## src/rtl/sha256_round_ctrl_if.sv

```systemverilog
// Host/message-schedule side of the SHA-256 round controller: block start,
// chaining value in/out, and the W[t] valid/ready stream.
interface sha256_round_ctrl_if;
  logic         start;
  logic [255:0] h_in;
  logic [31:0]  w_data;
  logic         w_valid;
  logic         w_ready;
  logic         busy;
  logic         done;
  logic [5:0]   round;
  logic [255:0] h_out;

  modport master (
    output start, h_in, w_data, w_valid,
    input  w_ready, busy, done, round, h_out
  );

  modport slave (
    input  start, h_in, w_data, w_valid,
    output w_ready, busy, done, round, h_out
  );
endinterface

```

## src/rtl/sha256_round_ctrl.sv

```systemverilog
// Runs the 64 SHA-256 compression rounds of one block, one round per accepted
// W word, then produces the updated chaining value.
module sha256_round_ctrl #(
  parameter int DATA_W  = 32,
  parameter bit FEEDFWD = 1'b1
) (
  input logic             clk,
  input logic             rst,
  sha256_round_ctrl_if.slave bus
);

  typedef enum logic [1:0] {IDLE, ROUND, FINAL} state_t;

  localparam logic [31:0] K_ROM [64] = '{
    32'h428a2f98, 32'h71374491, 32'hb5c0fbcf, 32'he9b5dba5, 32'h3956c25b, 32'h59f111f1, 32'h923f82a4, 32'hab1c5ed5,
    32'hd807aa98, 32'h12835b01, 32'h243185be, 32'h550c7dc3, 32'h72be5d74, 32'h80deb1fe, 32'h9bdc06a7, 32'hc19bf174,
    32'he49b69c1, 32'hefbe4786, 32'h0fc19dc6, 32'h240ca1cc, 32'h2de92c6f, 32'h4a7484aa, 32'h5cb0a9dc, 32'h76f988da,
    32'h983e5152, 32'ha831c66d, 32'hb00327c8, 32'hbf597fc7, 32'hc6e00bf3, 32'hd5a79147, 32'h06ca6351, 32'h14292967,
    32'h27b70a85, 32'h2e1b2138, 32'h4d2c6dfc, 32'h53380d13, 32'h650a7354, 32'h766a0abb, 32'h81c2c92e, 32'h92722c85,
    32'ha2bfe8a1, 32'ha81a664b, 32'hc24b8b70, 32'hc76c51a3, 32'hd192e819, 32'hd6990624, 32'hf40e3585, 32'h106aa070,
    32'h19a4c116, 32'h1e376c08, 32'h2748774c, 32'h34b0bcb5, 32'h391c0cb3, 32'h4ed8aa4a, 32'h5b9cca4f, 32'h682e6ff3,
    32'h748f82ee, 32'h78a5636f, 32'h84c87814, 32'h8cc70208, 32'h90befffa, 32'ha4506ceb, 32'hbef9a3f7, 32'hc67178f2
  };

  function automatic logic [31:0] big_sigma0(input logic [31:0] x);
    return {x[1:0], x[31:2]} ^ {x[12:0], x[31:13]} ^ {x[21:0], x[31:22]};
  endfunction

  function automatic logic [31:0] big_sigma1(input logic [31:0] x);
    return {x[5:0], x[31:6]} ^ {x[10:0], x[31:11]} ^ {x[24:0], x[31:25]};
  endfunction

  state_t              state, state_nxt;
  logic [DATA_W-1:0]   a, b, c, d, e, f, g, h;
  logic [255:0]        h_saved;
  logic [255:0]        h_out_q;
  logic [5:0]          round_q;
  logic                done_q;
  logic                load, step, finish;
  logic [DATA_W-1:0]   t1, t2;
  logic [255:0]        cur_v, fwd_v;

  always_comb begin
    state_nxt = state;
    load      = 1'b0;
    step      = 1'b0;
    finish    = 1'b0;
    case (state)
      IDLE: begin
        if (bus.start) begin
          load      = 1'b1;
          state_nxt = ROUND;
        end
      end
      ROUND: begin
        if (bus.w_valid) begin
          step = 1'b1;
          if (round_q == 6'd63) state_nxt = FINAL;
        end
      end
      FINAL: begin
        finish    = 1'b1;
        state_nxt = IDLE;
      end
      default: state_nxt = IDLE;
    endcase
  end

  always_ff @(posedge clk) begin
    if (rst) state <= IDLE;
    else     state <= state_nxt;
  end

  assign t1 = h + big_sigma1(e) + ((e & f) ^ (~e & g)) + K_ROM[round_q] + bus.w_data;
  assign t2 = big_sigma0(a) + ((a & b) ^ (a & c) ^ (b & c));

  assign cur_v = {a, b, c, d, e, f, g, h};

  // Feed-forward is a word-wise add; carries must not cross 32-bit lanes.
  always_comb begin
    fwd_v = '0;
    for (int i = 0; i < 8; i++) begin
      fwd_v[i*32 +: 32] = h_saved[i*32 +: 32] + cur_v[i*32 +: 32];
    end
  end

  always_ff @(posedge clk) begin
    if (rst) begin
      {a, b, c, d, e, f, g, h} <= '0;
      h_saved <= '0;
      h_out_q <= '0;
      round_q <= '0;
      done_q  <= 1'b0;
    end else begin
      done_q <= finish;
      if (load) begin
        {a, b, c, d, e, f, g, h} <= bus.h_in;
        h_saved <= bus.h_in;
        round_q <= '0;
      end else if (step) begin
        h <= g;
        g <= f;
        f <= e;
        e <= d + t1;
        d <= c;
        c <= b;
        b <= a;
        a <= t1 + t2;
        round_q <= round_q + 6'd1;
      end
      if (finish) h_out_q <= FEEDFWD ? fwd_v : cur_v;
    end
  end

  assign bus.w_ready = (state == ROUND);
  assign bus.busy    = (state != IDLE);
  assign bus.done    = done_q;
  assign bus.round   = round_q;
  assign bus.h_out   = h_out_q;

endmodule

```

## src/flat_wrapper.sv

```systemverilog
// flat-port wrapper written by rule: the top's interface ports become plain ports
module sha256_round_ctrl_flat 
#(
  parameter int DATA_W  = 32,
  parameter bit FEEDFWD = 1'b1
)
  (clk, rst, bus_start, bus_h_in, bus_w_data, bus_w_valid, bus_w_ready, bus_busy, bus_done, bus_round, bus_h_out);
  sha256_round_ctrl_if bus_i ();
  input logic clk;
  input logic rst;
  input wire logic [$bits(bus_i.start)-1:0] bus_start;
  input wire logic [$bits(bus_i.h_in)-1:0] bus_h_in;
  input wire logic [$bits(bus_i.w_data)-1:0] bus_w_data;
  input wire logic [$bits(bus_i.w_valid)-1:0] bus_w_valid;
  output wire logic [$bits(bus_i.w_ready)-1:0] bus_w_ready;
  output wire logic [$bits(bus_i.busy)-1:0] bus_busy;
  output wire logic [$bits(bus_i.done)-1:0] bus_done;
  output wire logic [$bits(bus_i.round)-1:0] bus_round;
  output wire logic [$bits(bus_i.h_out)-1:0] bus_h_out;
  assign bus_i.start = bus_start;
  assign bus_i.h_in = bus_h_in;
  assign bus_i.w_data = bus_w_data;
  assign bus_i.w_valid = bus_w_valid;
  assign bus_w_ready = bus_i.w_ready;
  assign bus_busy = bus_i.busy;
  assign bus_done = bus_i.done;
  assign bus_round = bus_i.round;
  assign bus_h_out = bus_i.h_out;
  sha256_round_ctrl #(.DATA_W(DATA_W), .FEEDFWD(FEEDFWD)) u_core (.clk(clk), .rst(rst), .bus(bus_i));
endmodule
```

## config.mk

```make
export PLATFORM = sky130hd
export DESIGN_NAME = sha256_round_ctrl_flat
export DESIGN_NICKNAME = d
export VERILOG_FILES = /design/src/rtl/sha256_round_ctrl_if.sv /design/src/rtl/sha256_round_ctrl.sv /design/src/flat_wrapper.sv
export SDC_FILE = /design/constraint.sdc
export NUM_CORES = 2
export LEC_CHECK = 0
export BUFFER_PORTS_ARGS = -buffer_cell sky130_fd_sc_hd__buf_2
export CAP_MARGIN = 25
export CELL_PAD_IN_SITES_DETAIL_PLACEMENT = 0
export CELL_PAD_IN_SITES_GLOBAL_PLACEMENT = 1
export CORE_ASPECT_RATIO = 1.4
export CORE_MARGIN = 2
export CORE_UTILIZATION = 41
export CTS_BUF_LIST = sky130_fd_sc_hd__clkbuf_2
export DETAILED_ROUTE_END_ITERATION = 7
export PLACE_DENSITY = 0.89
export SYNTH_ARGS = -nofsm -noshare
export SYNTH_HDL_FRONTEND = slang
export SYNTH_SLANG_ARGS = --single-unit
export TNS_END_PERCENT = 20
```

## constraint.sdc

```tcl
create_clock -name clk -period 8.7 [get_ports clk]
set_input_delay 0.87 -clock clk [delete_from_list [all_inputs] [get_ports clk]]
set_output_delay 0.87 -clock clk [all_outputs]
set_load 0.02 [all_outputs]
```

==> results.txt <==
The flow ran to the end, and the final reports show no timing, DRC or antenna violations. The number of warnings reported in the yosys synthesis log is 0. The reported leakage power is around 0.028 uW. In this run the mean area of a mapped cell was ~7.7 um2. From synthesis to final layout, the design area changed by 25.0%. The length of the first detailed-routing pass in iterations came out at 5. The part of the power in registers came out at roughly 14%. The maximum number of pins on one net before global-route repair came out at ~200. Among all flip-flop cells after synthesis, the most frequent one is sky130_fd_sc_hd__dfxtp_1. The share of total power in combinational logic came out at approximately three quarters. The post-detailed-route DRC marker count is 0. The data arrival time of the critical path is slightly below 10 ns. Summing the sequential cell areas from Yosys gives a little under a third of the chip area. The top cell family by delay on the critical path is compound AO/OA/AOI/OAI gates. Measured against its own limit, the worst slew margin works out to 18.7%.

The category of the most critical setup path is flop to flop. The max-cap violation count came out at 0. The number of synthesized flops with an enable pin is 0.

The clock tree buffer depth is 3. The clock latency at the later pin of the worst-skew pair came out at about 1.7 ns. The reg2reg setup slack is around 0.27 ns.

The I/O pin count is roughly 560. The distinct cell type count after synthesis is slightly below 80. IR analysis of the VDD net gives a maximum drop of between 0.8 and 0.9 mV. The number of clock buffers added by TritonCTS is between 150 and 200. The vias per cell came out at ~5.7.

The number of antenna violations at the first check in global routing came out at 7. In this run the power spent charging and discharging nets is roughly 15000 uW. The final-report max-slew violation count came out at 0. The clock share of power came out at 8.5%.

The effective utilization at floorplan came out at about two fifths. The kind of end point of the critical path is a flop. The data required time of the worst path is between 10 and 15 ns. The worst-path maximum fanout came out at 7. In this run the vertical extent of the chip is between 400 and 500 um. STA classifies the critical path startpoint as a flop. The power per unit of standard cell area is between 400 and 500 nW/um2. In this run, synthesis produced a sequential element count of a little under 800. The time the worst path needs with I/O delays and setup is about 8.4 ns. The clock slew at the register clock pins of the worst setup and hold paths came out at between 0.1 and 0.15 ns. The final antenna-violating net count came out at 0. The slew at the pin with the worst max-slew slack came out at between 1 and 1.5 ns. The fraction of power spent switching nets came out at about 52%. The startpoint identified for the worst hold timing path is rst.

The die area is around 130000 um2. TritonCTS built the clock tree. Overall power consumption after layout is estimated at 29700 uW.

The total detailed-routing wirelength came out at 236000 um. The area fraction of the dominant cell type after synthesis came out at a little under a third. The share of synthesized flip-flops with an asynchronous set or reset is 0%. Input and output buffers added on the ports amount to between 500 and 600. The first-pass GRT wire length is about 340000 um. At the end of the flow, the number of nets in the layout was 8503.

The placer congestion estimate came out at 1.05. The number of H-tree levels is 4. The logic depth of the worst register-to-register path came out at 42. In this run the clock root is driven by a sky130_fd_sc_hd__clkbuf_2. The core region is 122000 um2. After synthesis the cells add up to approximately 50000 um2.

Among all stages on the critical path, the largest delay is contributed by sky130_fd_sc_hd__fa_1. The largest single stage delay on the critical path is ~0.49 ns. The die outline width came out at 301 um. The portion of the clock cycle consumed by the worst path in the final layout came out at 96.9%. The number of vias after detailed routing came out at 53.9k.

Once detailed placement completed, the half-perimeter wirelength came to roughly 180000 um. The end point of the worst hold path is u_core.bus.h_out[38]. The number of DRC violations after detailed-routing iteration 0 is around 4.5k.

The remaining global-route overflow is 0. The all-layer global routing usage is 36.3%. By area the synthesized netlist is led by sky130_fd_sc_hd__dfxtp_1 (31%), sky130_fd_sc_hd__nand2_1 (11%), sky130_fd_sc_hd__ha_1 (8.9%), sky130_fd_sc_hd__a21oi_1 (7.7%), sky130_fd_sc_hd__fa_1 (5.3%). The number of instances on the worst hold path is 3. The final number of setup-violating endpoints came out at 0. The critical register-to-register path startpoint is u_core.bus.round[0]. In this run the critical register-to-register path is captured at u_core.a[31]. After the flow finishes, the layout carries non-filler instances totaling about 9.5k.

The number of buffers and inverters on the critical path is 11. The synthesized instance count is 6571. The internal power came out at approximately 14000 uW. The total nets after synthesis came out at roughly 7.4k. The wire length per cell after detailed routing is roughly 25 um.

The total number of placement rows is 152. The number of global-route vias before repair came out at 53.0k. The most common cell type on the critical path is sky130_fd_sc_hd__buf_4. Summed over all instances, the cell type with the most area after synthesis is sky130_fd_sc_hd__dfxtp_1. The min-delay analysis places its worst path in the category input pin to flop. Counting tap cells, the placed design contains a total of 8636 instances. The final hold slack came out at roughly 0.17 ns. The achievable clock frequency is 0.119 GHz. The number of sinks handled by clock tree synthesis is slightly below 800.

The count of endpoints failing hold in the final timing report was 0. In the final layout, the share of cells above drive strength 1 is roughly 16%. On the final layout, the worst clock skew is ~0.17 ns.
-- power by group through the flow --
stage,registers [uW],clock network [uW],logic (uW)
floorplan,3990,0,13400
global placement,4350,0,21700
detailed placement,4360,0,21700
CTS,4280,2570,22100
global route,4300,2740,24500
finish,4310,2530,22800
-- logic make-up after synthesis --
family,synth area share [%]
compound gates,22.8
xor+xnor,7.30
fa+ha+maj,14.6
buf+inv,5.11
flops,30.8
mux,0.984
simple gates,18.4
-- worst max-delay path by stage --
stage / start / to / slack (ns) / cells after the start
2_1_floorplan: u_core.bus.round[0] / u_core.a[31] / 0.05 / 34
5_1_grt: u_core.bus.round[0] / u_core.a[31] / -0.02 / 42
3_5_place_dp: u_core.bus.round[1] / u_core.a[30] / 0.01 / 39
4_1_cts: u_core.bus.round[1] / u_core.a[30] / 0.08 / 39
3_3_place_gp: u_core.bus.round[1] / u_core.a[30] / 0.07 / 37
6_report: u_core.bus.round[0] / u_core.a[31] / 0.27 / 42
-- through the flow --
stage	worst slack (ns)	TNS, ns	instance area, um2	util [%]
5_1_grt	-0.0152	-0.0152	63100	51.5
3_5_place_dp	0.0103	0	56200	45.9
3_3_place_gp	0.0734	0	56200	45.9
4_1_cts	0.0796	0	62900	51.3
2_1_floorplan	0.0465	0	50500	-
6_report	0.267	0	63100	51.5
-- state kept, by name (all words and copies together), names as in the netlist --
signal and cells:
u_core.bus.done 1, u_core.f 32, u_core.g 32, u_core.h_saved 256, u_core.bus.round 6, u_core.e 32, u_core.state 2, u_core.a 32
u_core.c 32, u_core.d 32, u_core.bus.h_out 256, u_core.h 32, u_core.b 32
-- what timing repair did --
action	in CTS	in global routing
hold buffers	500	0
endpoints found under the setup margin	2	10
cloned	0	0
hold endpoints to repair	608	0
pin swaps	0	12
resized for setup	3	39
buffers inserted	0	5
-- layer usage --
metal | wire length, um | track usage, % | vias up | part of all wire (%)
met5 | 26 | 0 | - | 0.011
met4 | 23700 | 31.5 | 4 | 10
met3 | 16400 | 5.77 | 731 | 6.9
met2 | 111000 | 60.9 | 2647 | 47
met1 | 84700 | 39.8 | 25485 | 36
li1 | - | - | 25051 | -
-- layout make-up --
| cell class | count | area, um2 |
|---|---|---|
| multi-input combinational | 5107 | 32500 |
| timing repair buffer | 1351 | 10200 |
| fill | 11908 | 59400 |
| inverter | 290 | 1090 |
| clock inverter | 58 | 323 |
| antenna | 8 | 20.0 |
| clock buffer | 272 | 1360 |
| tap | 1617 | 2020 |
| sequential | 777 | 15600 |
-- layout by cell type, fill, tap and decap left out, drive strengths merged, types with 9 or more instances in the layout --
master / Yosys / routed
o22ai: 14 / 14
nor2b: 39 / 39
o21ai: 316 / 316
xnor2: 269 / 269
o21bai: 50 / 50
nand2b: 54 / 54
dlygate4sd3: 0 / 500
mux2i: 17 / 17
o31ai: 22 / 22
a21oi: 778 / 778
a211oi: 64 / 64
inv: 287 / 294
nand2: 1524 / 1524
clkbuf: 371 / 272
o41ai: 13 / 13
o211ai: 35 / 35
o21a: 44 / 44
nor3: 89 / 89
and3: 26 / 26
dfxtp: 777 / 777
nor2: 261 / 261
buf: 26 / 851
fa: 133 / 133
a31oi: 268 / 268
a221oi: 9 / 9
a21o: 163 / 163
or3: 30 / 30
a21boi: 12 / 12
nand4: 19 / 19
or2: 16 / 16
ha: 359 / 359
nand3b: 18 / 18
xor2: 152 / 152
a211o: 11 / 11
and2: 24 / 24
maj3: 23 / 23
clkinv: 3 / 53
a311oi: 19 / 19
nand3: 78 / 78
mux2: 21 / 21
-- worst reg2reg max path: cells and delay by family, from the launching register on --
| family | cells | cell delay, ns |
|---|---|---|
| AOI/OAI and AO/OA | 15 | 2.83 |
| xor gates and xnor gates | 3 | 0.53 |
| adders and majority gates | 7 | 2.65 |
| buffers and inverters | 11 | 1.25 |
| DFF | 1 | 0.37 |
| and+or+nand+nor | 6 | 0.70 |
-- Yosys cell counts (42+ instances only) --
master                     number
sky130_fd_sc_hd__nand2b_1      54
sky130_fd_sc_hd__a21oi_1      778
sky130_fd_sc_hd__inv_1        287
sky130_fd_sc_hd__xnor2_1      269
sky130_fd_sc_hd__a21o_1       163
sky130_fd_sc_hd__nor2_1       261
sky130_fd_sc_hd__a31oi_1      268
sky130_fd_sc_hd__fa_1         133
sky130_fd_sc_hd__ha_1         359
sky130_fd_sc_hd__nand3_1       78
sky130_fd_sc_hd__nor3_1        89
sky130_fd_sc_hd__nand2_1     1524
sky130_fd_sc_hd__dfxtp_1      777
sky130_fd_sc_hd__o21a_1        42
sky130_fd_sc_hd__a211oi_1      63
sky130_fd_sc_hd__o21bai_1      50
sky130_fd_sc_hd__xor2_1       152
sky130_fd_sc_hd__o21ai_0      309
sky130_fd_sc_hd__clkbuf_1     371
Note: power is estimated with default switching activity, not from simulation.
